### src/rtl/mem_arbiter.sv
// mem_arbiter: shares the unified RAM data port between instruction fetch (IF)
// and load/store (LS). One access is granted per cycle. The RAM answers one
// cycle later, and that read word is routed back to whichever requester won.
// Misaligned or invalid-size LS accesses are granted but never reach the RAM.
// They are answered with ls_err instead.
// Optional feature: define ARB_STARVE_GUARD_EN to stop LS from starving IF.
// With it, IF is forced through after MAX_STARVE consecutive contended losses.
//
// Handshake: a requester holds *_req (and its address/data) until it sees
// *_gnt high in the same cycle. The response comes back as a single-cycle
// *_rvalid pulse in the next cycle. There is no backpressure on the response.
// *_rdata is 0 whenever *_rvalid is low.
module mem_arbiter #(
  parameter int WORD_SIZE  = 32,
  parameter int ADDR_SIZE  = 10,
  parameter int MAX_STARVE = 4
) (
  input  logic                 clk,
  input  logic                 rst,
  input  logic                 if_req,
  input  logic [ADDR_SIZE-1:0] if_addr,
  output logic                 if_gnt,
  output logic                 if_rvalid,
  output logic [WORD_SIZE-1:0] if_rdata,
  input  logic                 ls_req,
  input  logic                 ls_we,
  input  logic [ADDR_SIZE-1:0] ls_addr,
  input  logic [WORD_SIZE-1:0] ls_wdata,
  input  logic [1:0]           ls_size,
  input  logic                 ls_unsigned,
  output logic                 ls_gnt,
  output logic                 ls_rvalid,
  output logic [WORD_SIZE-1:0] ls_rdata,
  output logic                 ls_err,
  output logic                 mem_en_write,
  output logic                 mem_en_read,
  output logic [ADDR_SIZE-1:0] mem_addr,
  output logic [WORD_SIZE-1:0] mem_din,
  output logic [1:0]           mem_size,
  output logic                 mem_unsigned,
  input  logic [WORD_SIZE-1:0] mem_dout
);

  // IDLE: no response owed this cycle. BUSY: the RAM word arriving now belongs to owner_ls_q.
  typedef enum logic {IDLE = 1'b0, BUSY = 1'b1} state_t;

  state_t state_q, state_d;
  logic   owner_ls_q, owner_ls_d;  // 1: response goes to LS, 0: to IF
  logic   err_q, err_d;            // pending LS response is a rejection
  logic   store_q, store_d;        // pending LS response is a write acknowledge
  logic   ls_misaligned;
  logic   if_forced;               // IF overrides LS priority this cycle

`ifdef ARB_STARVE_GUARD_EN
  localparam int CW = $clog2(MAX_STARVE + 1);
  logic [CW-1:0] starve_q;

  assign if_forced = if_req && (starve_q == CW'(MAX_STARVE));

  // Count the cycles IF loses to LS; an IF grant of any kind clears the count.
  always_ff @(posedge clk or posedge rst) begin
    if (rst) begin
      starve_q <= '0;
    end else if (if_gnt) begin
      starve_q <= '0;
    end else if (ls_gnt && if_req && (starve_q != CW'(MAX_STARVE))) begin
      starve_q <= starve_q + 1'b1;
    end
  end
`else
  assign if_forced = 1'b0;
`endif

  // Reject half accesses on odd addresses, word accesses not on a 4-byte boundary, and size 11.
  always_comb begin
    ls_misaligned = 1'b0;
    case (ls_size)
      2'b01:   ls_misaligned = ls_addr[0];
      2'b10:   ls_misaligned = (ls_addr[1:0] != 2'b00);
      2'b11:   ls_misaligned = 1'b1;
      default: ls_misaligned = 1'b0;
    endcase
  end

  // Pick the winner, drive the RAM port, and decide the response owed next cycle.
  always_comb begin
    if_gnt       = 1'b0;
    ls_gnt       = 1'b0;
    mem_en_write = 1'b0;
    mem_en_read  = 1'b0;
    mem_addr     = '0;
    mem_din      = '0;
    mem_size     = 2'b00;
    mem_unsigned = 1'b0;
    state_d      = IDLE;
    owner_ls_d   = owner_ls_q;
    err_d        = 1'b0;
    store_d      = 1'b0;
    if (!rst) begin
      if (ls_req && !if_forced) begin
        ls_gnt       = 1'b1;
        mem_en_write = ls_we && !ls_misaligned;
        mem_en_read  = !ls_we && !ls_misaligned;
        mem_addr     = ls_addr;
        mem_din      = ls_we ? ls_wdata : '0;
        mem_size     = ls_size;
        mem_unsigned = ls_unsigned;
        state_d      = BUSY;
        owner_ls_d   = 1'b1;
        err_d        = ls_misaligned;
        store_d      = ls_we;
      end else if (if_req) begin
        if_gnt       = 1'b1;
        mem_en_read  = 1'b1;
        mem_addr     = if_addr;
        mem_size     = 2'b10;
        mem_unsigned = 1'b1;
        state_d      = BUSY;
        owner_ls_d   = 1'b0;
      end
    end
  end

  // Remember who owns the response that the RAM returns next cycle.
  always_ff @(posedge clk or posedge rst) begin
    if (rst) begin
      state_q    <= IDLE;
      owner_ls_q <= 1'b0;
      err_q      <= 1'b0;
      store_q    <= 1'b0;
    end else begin
      state_q    <= state_d;
      owner_ls_q <= owner_ls_d;
      err_q      <= err_d;
      store_q    <= store_d;
    end
  end

  // The return path passes mem_dout through to the owner only; stores and errors return 0.
  assign if_rvalid = (state_q == BUSY) && !owner_ls_q;
  assign ls_rvalid = (state_q == BUSY) && owner_ls_q;
  assign if_rdata  = if_rvalid ? mem_dout : '0;
  assign ls_err    = ls_rvalid && err_q;
  assign ls_rdata  = (ls_rvalid && !err_q && !store_q) ? mem_dout : '0;

endmodule

### config.mk
export PLATFORM = sky130hd
export DESIGN_NAME = mem_arbiter
export DESIGN_NICKNAME = d
export VERILOG_FILES = /design/src/rtl/mem_arbiter.sv
export SDC_FILE = /design/constraint.sdc
export NUM_CORES = 1
export LEC_CHECK = 0
export CAP_MARGIN = 20
export CORE_AREA = 2 2 81 83
export CTS_CLUSTER_SIZE = 20
export DETAILED_ROUTE_END_ITERATION = 8
export DIE_AREA = 0 0 83 85
export DONT_BUFFER_PORTS = 1
export MAX_ROUTING_LAYER = met4
export PLACE_DENSITY = 0.41
export SKIP_CTS_REPAIR_TIMING = 1
export SYNTH_ARGS = -nofsm -noshare
export SYNTH_HDL_FRONTEND = slang
export SYNTH_SLANG_ARGS = --single-unit
### constraint.sdc
create_clock -name clk -period 2.6 [get_ports clk]
set_input_delay 0.26 -clock clk [delete_from_list [all_inputs] [get_ports clk]]
set_output_delay 0.26 -clock clk [all_outputs]
set_load 0.02 [all_outputs]
=== After elaboration in Yosys (flattened, before gate mapping) ===
Index checks and enable logic that the tools add are counted.
W data, S select, Z words.

* Register bits after elaboration: 4

* Equal/unequal tests: 3
* Muxes and demuxes: 31
* Bitwise operators: 1
* Reduce and logical (&&, ||, !) cells: 15

{| class="wikitable"
|+ Operator list
! kind !! number
|-
| $mux W32 || 5
|-
| $mux W10 || 3
|-
| $mux W1 || 19
|-
| $logic_and A1 B1 Y1 || 7
|-
| $mux W2 || 3
|-
| $logic_not A1 Y1 || 5
|-
| $eq A2 B2 Y1 const B || 2
|-
| $reduce_bool A2 Y1 || 2
|-
| $pmux W1 S3 || 1
|-
| $eq A2 B1 Y1 const B || 1
|-
| $reduce_and A2 Y1 || 1
|-
| $not A1 Y1 || 1
|}

=== Longest topological paths before layout ===
Gate-level depths: netlist of the first run.

* Depth after elaboration: 6
* Depth in mapped cells: 4

=== Least setup slack after synthesis of the first run ===
No wires, ideal clock.

* Kind: register to output
* Start: reg owner_ls_q
* End: out ls_rdata[3]
* Arrival time: 1,164 ps
* Setup slack: 1,176 ps
* Stages on the path, launching flop included: 5
* Cell sequence: dfrtp_1 -> and2_4 -> nor3b_4 -> clkbuf_2 -> and2_1

* Word-level cells in the longest chain between the ends: 4

{| class="wikitable"
|+ Ends and longest elaborated chain
! element !! RTL line !! RTL
|-
| from (decl) || 48 || <nowiki>logic owner_ls_q, owner_ls_d;</nowiki>
|-
| from (signal assigned) || 133 || <nowiki>owner_ls_q <= owner_ls_d;</nowiki>
|-
| $logic_and A1 B1 Y1 || 141 || <nowiki>assign ls_rvalid = (state_q == BUSY) && owner_ls_q;</nowiki>
|-
| via ls_rvalid || 32 || <nowiki>output logic ls_rvalid,</nowiki>
|-
| $logic_and A1 B1 Y1 (2 in a row) || 144 || <nowiki>assign ls_rdata = (ls_rvalid && !err_q && !store_q) ? mem_dout : '0;</nowiki>
|-
| $mux W32 || 144 ||
|-
| to (decl) || 33 || <nowiki>output logic [WORD_SIZE-1:0] ls_rdata,</nowiki>
|}

The timed path passes the listed nets, and every way through them passes these cells.

=== Final worst setup path of the first run ===
* Start: reg owner_ls_q
* End: out ls_rdata[5]

Same word-level chain as after synthesis.

==> impl_metrics.json, run 1 <==
{
  "initial_utilization": 0.169,
  "grt_start_max_net_pins": 47,
  "peakVddDrop_mv": 0.106,
  "avgSynthCellArea_sq_um": 7.12,
  "core_area_sq_mm": 0.00620,
  "pwr-share-clk": 0.314,
  "track_usage": 0.0898,
  "holdWs_ps": 113,
  "switchingPower_uw": 189,
  "grt_pass1_wl_microns": 4930,
  "num_rows": 29,
  "setup_viol": 0,
  "grt_setup_unrepaired": "no",
  "numCtsBuffers": 3,
  "yosysTopAreaCell": "and2_1",
  "num-nets-final": 232,
  "synthToLayoutAreaGrowth_pct": 8.36,
  "grt_remaining_overflow": 0,
  "yosys-top-cells-area": "and2_1, and3_1, and2_2, dfrtp_1, a22o_1",
  "synthAdderAreaFrac": 0,
  "crit_start": "owner_ls_q",
  "hp-class": "in2reg",
  "vias": 1083,
  "period_needed_ps": 1780,
  "synth_top_family_by_area": "simple AND/OR/NAND/NOR gates",
  "synthesis.area_sq_mm": 0.00105,
  "first_global_vias": 940,
  "fmax_ghz": 0.563,
  "die_x_microns": 83,
  "fin_worst_skew_ps": 0,
  "synthFlopType": "dfrtp_1",
  "yosysWarnings": 0,
  "first_pass_iters": 4,
  "synth_edf_count": 0,
  "cts_tree": "yes",
  "clockBufferDepth": 2,
  "cts_sinks": 4,
  "internal_power_uw": 223,
  "swShare": 0.458,
  "port_buffers": 0,
  "ant_nets": 0,
  "drt-total-wl_microns": 3700,
  "multi_input_area_sq_um": 868,
  "slowest_delay_ps": 370,
  "slew_headroom": 0.571,
  "maxCapViolations": 0,
  "gp_congestion": 0.671,
  "worst_setup_path_start_kind": "register",
  "post-route-period-util": 0.683,
  "insertion_delay_ps": 220,
  "die-area_sq_mm": 0.00706,
  "antennaDiodeCount": 0,
  "final.setup.tns_ps": 0,
  "viasPerCell": 5.04,
  "cp_data_arrival_time_ps": 1520,
  "synth_cell_type_count": 25,
  "crit_type": "reg2out",
  "yosysMostFrequentCell": "and2_1",
  "slowest_stage": "dfrtp_1",
  "fillers": 699,
  "cts-root-buf": "clkbuf_8",
  "status": "finished clean",
  "syn_inst": 147,
  "r2r-start": "owner_ls_q",
  "synth_nets": 239,
  "die-height_microns": 85,
  "pwr-share-seq": 0.171,
  "ys_seq_area_frac": 0.0956,
  "critPathMaxFanout": 32,
  "synthMuxAreaShare": 0,
  "drive_gt1_frac": 0.246,
  "synth_compound_area_frac": 0.117,
  "path_delay_family": "simple AND/OR/NAND/NOR gates",
  "wl_per_cell_microns": 17.2,
  "path_cells": "and2_4 > nor3b_4 > buf_4 > and2_1",
  "synthSimpleGateAreaFrac": 0.707,
  "ys_top_cells_by_count": "and2_1, and3_1, and2_2, a22o_1",
  "cp_num_buf_inv": 1,
  "comb_power_share": 0.514,
  "finalHoldViolations": 0,
  "crit_path_end_kind": "primary output",
  "cts-htree-levels": 1,
  "synthArstFlopShare": 1.00,
  "antenna_found_initial": 0,
  "clk_pin_slew_worst_paths_ps": 30,
  "synth-xor-area-share": 0,
  "synth_top_area_share": 0.269,
  "ios": 208,
  "drv_slew": 0,
  "drc": 0,
  "ys_seq_elements": 4,
  "hold_path_startpoint": "rst",
  "tightest_slew_ps": 643,
  "powerDensity_mw_per_mm2": 363,
  "worstPathRequired_ps": 2340,
  "regArea_sq_um": 100,
  "drt_iter0_drc": 13,
  "p_leak_nw": 0.596,
  "hpwlAfterDp_microns": 3220
}
[power by group through the flow]
stage               clock network [mW]  registers (mW)  logic (mW)
floorplan                            0          0.0702       0.205
global placement                     0          0.0709       0.212
detailed placement                   0          0.0712       0.213
CTS                              0.133          0.0705       0.213
global route                     0.138          0.0714       0.223
finish                           0.129          0.0705       0.212
[cell type report]
| cell class | instances | share of cell area |
|---|---|---|
| inverter | 1 | 0.00331 |
| tap | 77 | 0.0849 |
| timing repair buffer | 3 | 0.0221 |
| sequential | 4 | 0.0882 |
| multi-input combinational | 127 | 0.765 |
| clock buffer | 3 | 0.0364 |
[layer usage]
layer  GRT usage  vias up  part of all wire
met2       0.172      128              0.52
met3      0.0175        4              0.12
met4      0.0313        0             0.010
met1      0.0904      480              0.34
met5           -        -                 0
li1            -      471                 -
[flip-flops by register name (all words and copies together) (netlist names)]
register    cells
store_q         1
state_q         1
owner_ls_q      1
err_q           1
[per-stage QoR]
step / cells / worst slack, ps / instance area [sq um] / util / total power [mW]
2_1_floorplan: 147 / 1180 / 1050 / - / 0.275
3_3_place_gp: 211 / 1020 / 1080 / 0.175 / 0.283
3_5_place_dp: 211 / 996 / 1080 / 0.175 / 0.284
4_1_cts: 214 / 817 / 1120 / 0.181 / 0.417
5_1_grt: 215 / 705 / 1130 / 0.183 / 0.432
6_report: 215 / 824 / 1130 / 0.183 / 0.412
[worst paths after layout]
path,end,slack (ps),depth (start not counted)
min in group asynchronous,store_q,390,2
hold / removal,state_q,110,1
max in group asynchronous,owner_ls_q,2070,2
setup reg to reg,owner_ls_q,1900,1
hold reg to reg,owner_ls_q,530,1
setup / recovery,ls_rdata[5],820,4
[logic make-up after synthesis]
family / Yosys count
AO/OA/AOI/OAI: 15
buffers and inverters: 16
flip-flops: 4
AND/OR/NAND/NOR: 112
[cell usage in the layout, fill, tap and decap left out]
master / count
nor3b_4: 1
nor2b_4: 1
and2_2: 22
buf_4: 2
and3_2: 1
nor2b_1: 1
clkbuf_8: 3
and2_4: 1
a21oi_1: 1
a21o_2: 1
dfrtp_1: 4
a21o_1: 2
and2b_2: 1
and3_1: 32
and2_1: 45
o22ai_1: 1
nor2_1: 3
inv_1: 1
nor2_2: 1
nor3_1: 1
a22o_1: 10
nand2b_1: 2
dlygate4sd3_1: 1
Power figures use the tool's default switching activity.
==> run 2: changes to the inputs <==
--- a/config.mk
+++ b/config.mk
@@ -12,7 +12,7 @@
 export DIE_AREA = 0 0 83 85
 export DONT_BUFFER_PORTS = 1
 export MAX_ROUTING_LAYER = met4
-export PLACE_DENSITY = 0.41
+export PLACE_DENSITY = 0.42
 export SKIP_CTS_REPAIR_TIMING = 1
 export SYNTH_ARGS = -nofsm -noshare
 export SYNTH_HDL_FRONTEND = slang
==> constraint.sdc (replaced) <==
create_clock -name clk -period 1.4 [get_ports clk]
set_input_delay 0.14 -clock clk [delete_from_list [all_inputs] [get_ports clk]]
set_output_delay 0.14 -clock clk [all_outputs]
set_load 0.02 [all_outputs]
==> impl_metrics.json, run 2 (synthesized netlist as in run 1, its figures left out) <==
{
  "grt_pass1_wl_microns": 5000,
  "r2r_slack_ps": 710,
  "cp_data_arrival_time_ps": 1340,
  "antennaDiodeCount": 0,
  "cts_tree": "yes",
  "fillers": 681,
  "die_x_microns": 83,
  "initial_utilization": 0.169,
  "worst_setup_path_start_kind": "register",
  "insertion_delay_ps": 210,
  "crit_path_end_kind": "primary output",
  "cts_sinks": 4,
  "num_rows": 29,
  "track_usage": 0.0944,
  "cts-root-buf": "clkbuf_8",
  "peakVddDrop_mv": 0.241,
  "powerDensity_mw_per_mm2": 634,
  "regToRegEndpoint": "owner_ls_q",
  "wl_per_cell_microns": 19.0,
  "met3_usage": 0.0185,
  "maxCapViolations": 0,
  "ant_nets": 0,
  "drv_slew": 0,
  "pwr-share-seq": 0.150,
  "ios": 208,
  "crit_type": "reg2out",
  "drc": 0,
  "gp_congestion": 0.667,
  "use_met1": 0.0868,
  "final_cell_mix": "and2_4, and3_1, and2_2",
  "grt_start_max_net_pins": 47,
  "fin_worst_skew_ps": 0,
  "pwr-share-clk": 0.273,
  "internal_power_uw": 500,
  "vias": 1129,
  "worstPathRequired_ps": 1260,
  "status": "finished, violations left",
  "use_met2": 0.192,
  "synthToLayoutAreaGrowth_pct": 31.2,
  "cts-htree-levels": 1,
  "cp-endpoint": "ls_rdata[6]",
  "grt_setup_unrepaired": "yes",
  "num-nets-final": 241,
  "post-route-period-util": 1.06,
  "total_power_uw": 871,
  "post-place-ws_ps": 87.4,
  "first_global_vias": 929,
  "clockBufferDepth": 2,
  "crit_cells": 4,
  "grt_remaining_overflow": 0,
  "drt_iter0_drc": 19,
  "port_buffers": 0,
  "cp_num_buf_inv": 1,
  "slowest_stage": "dfrtp_1",
  "clk_pin_slew_worst_paths_ps": 30,
  "slowest_delay_ps": 360,
  "path_cells": "and2_4 > nor3b_4 > buf_12 > and2_2",
  "multi_input_area_sq_um": 963,
  "slew_headroom": 0.822,
  "antenna_found_initial": 0,
  "hp-class": "in2reg",
  "crit_start": "owner_ls_q",
  "drive_gt1_frac": 0.578,
  "reg2reg_depth": 1,
  "switchingPower_uw": 371,
  "finalHoldViolations": 0,
  "drt-total-wl_microns": 4250,
  "first_pass_iters": 4,
  "fmax_ghz": 0.674,
  "violations": "setup timing",
  "regArea_sq_um": 100,
  "layout_commonest_cell": "and2_4",
  "numCtsBuffers": 3,
  "r2r-start": "owner_ls_q",
  "critPathMaxFanout": 32,
  "path_delay_family": "simple AND/OR/NAND/NOR gates",
  "period_needed_ps": 1480,
  "swShare": 0.426,
  "viasPerCell": 5.04,
  "grt.busiest_layer": "met2",
  "tightest_slew_ps": 267,
  "hpwlAfterDp_microns": 3420,
  "die-height_microns": 85,
  "die-area_sq_mm": 0.00706,
  "setup_viol": 57,
  "p_leak_nw": 0.723,
  "comb_power_share": 0.578,
  "core_area_sq_mm": 0.00620,
  "setup_ws_ps": -84.4
}
run 2: metal layers:
metal | share of wire | vias up
li1 | - | 488
met1 | 0.31 | 507
met2 | 0.56 | 128
met3 | 0.11 | 6
met4 | 0.017 | 0
met5 | 0 | -
run 2: how the worst min path moves through the flow:
stage,startpoint,end,slack (ps),depth (start not counted)
floorplan,rst,err_q,-90,1
global placement,rst,state_q,-80,1
detailed placement,rst,state_q,-80,1
CTS,rst,err_q,-300,1
global route,if_req,state_q,70,2
finish,if_req,state_q,50,2
run 2: power by group through the flow:
stage | Clock (mW) | Sequential [mW] | Combinational, mW
global route | 0.255 | 0.132 | 0.527
global placement | 0 | 0.131 | 0.427
finish | 0.238 | 0.131 | 0.503
floorplan | 0 | 0.130 | 0.380
CTS | 0.245 | 0.131 | 0.430
detailed placement | 0 | 0.132 | 0.429
run 2: through the flow:
stage,std cells,util,area [sq um],TNS (ps),hold WS (ps)
4_1_cts,220,0.195,1210,-4530,-305
5_1_grt,224,0.221,1370,-6520,73.4
2_1_floorplan,147,-,1050,0,-93.9
6_report,224,0.221,1370,-2760,54.6
3_3_place_gp,217,0.188,1170,0,-77.1
3_5_place_dp,217,0.188,1170,0,-77.1
run 2: final cells by class:
type,instances,area share
Inverter,1,0.00273
Timing Repair Buffer,12,0.123
Sequential cell,4,0.0729
Tap cell,77,0.0701
Clock buffer,3,0.0301
Multi-Input combinational cell,127,0.701
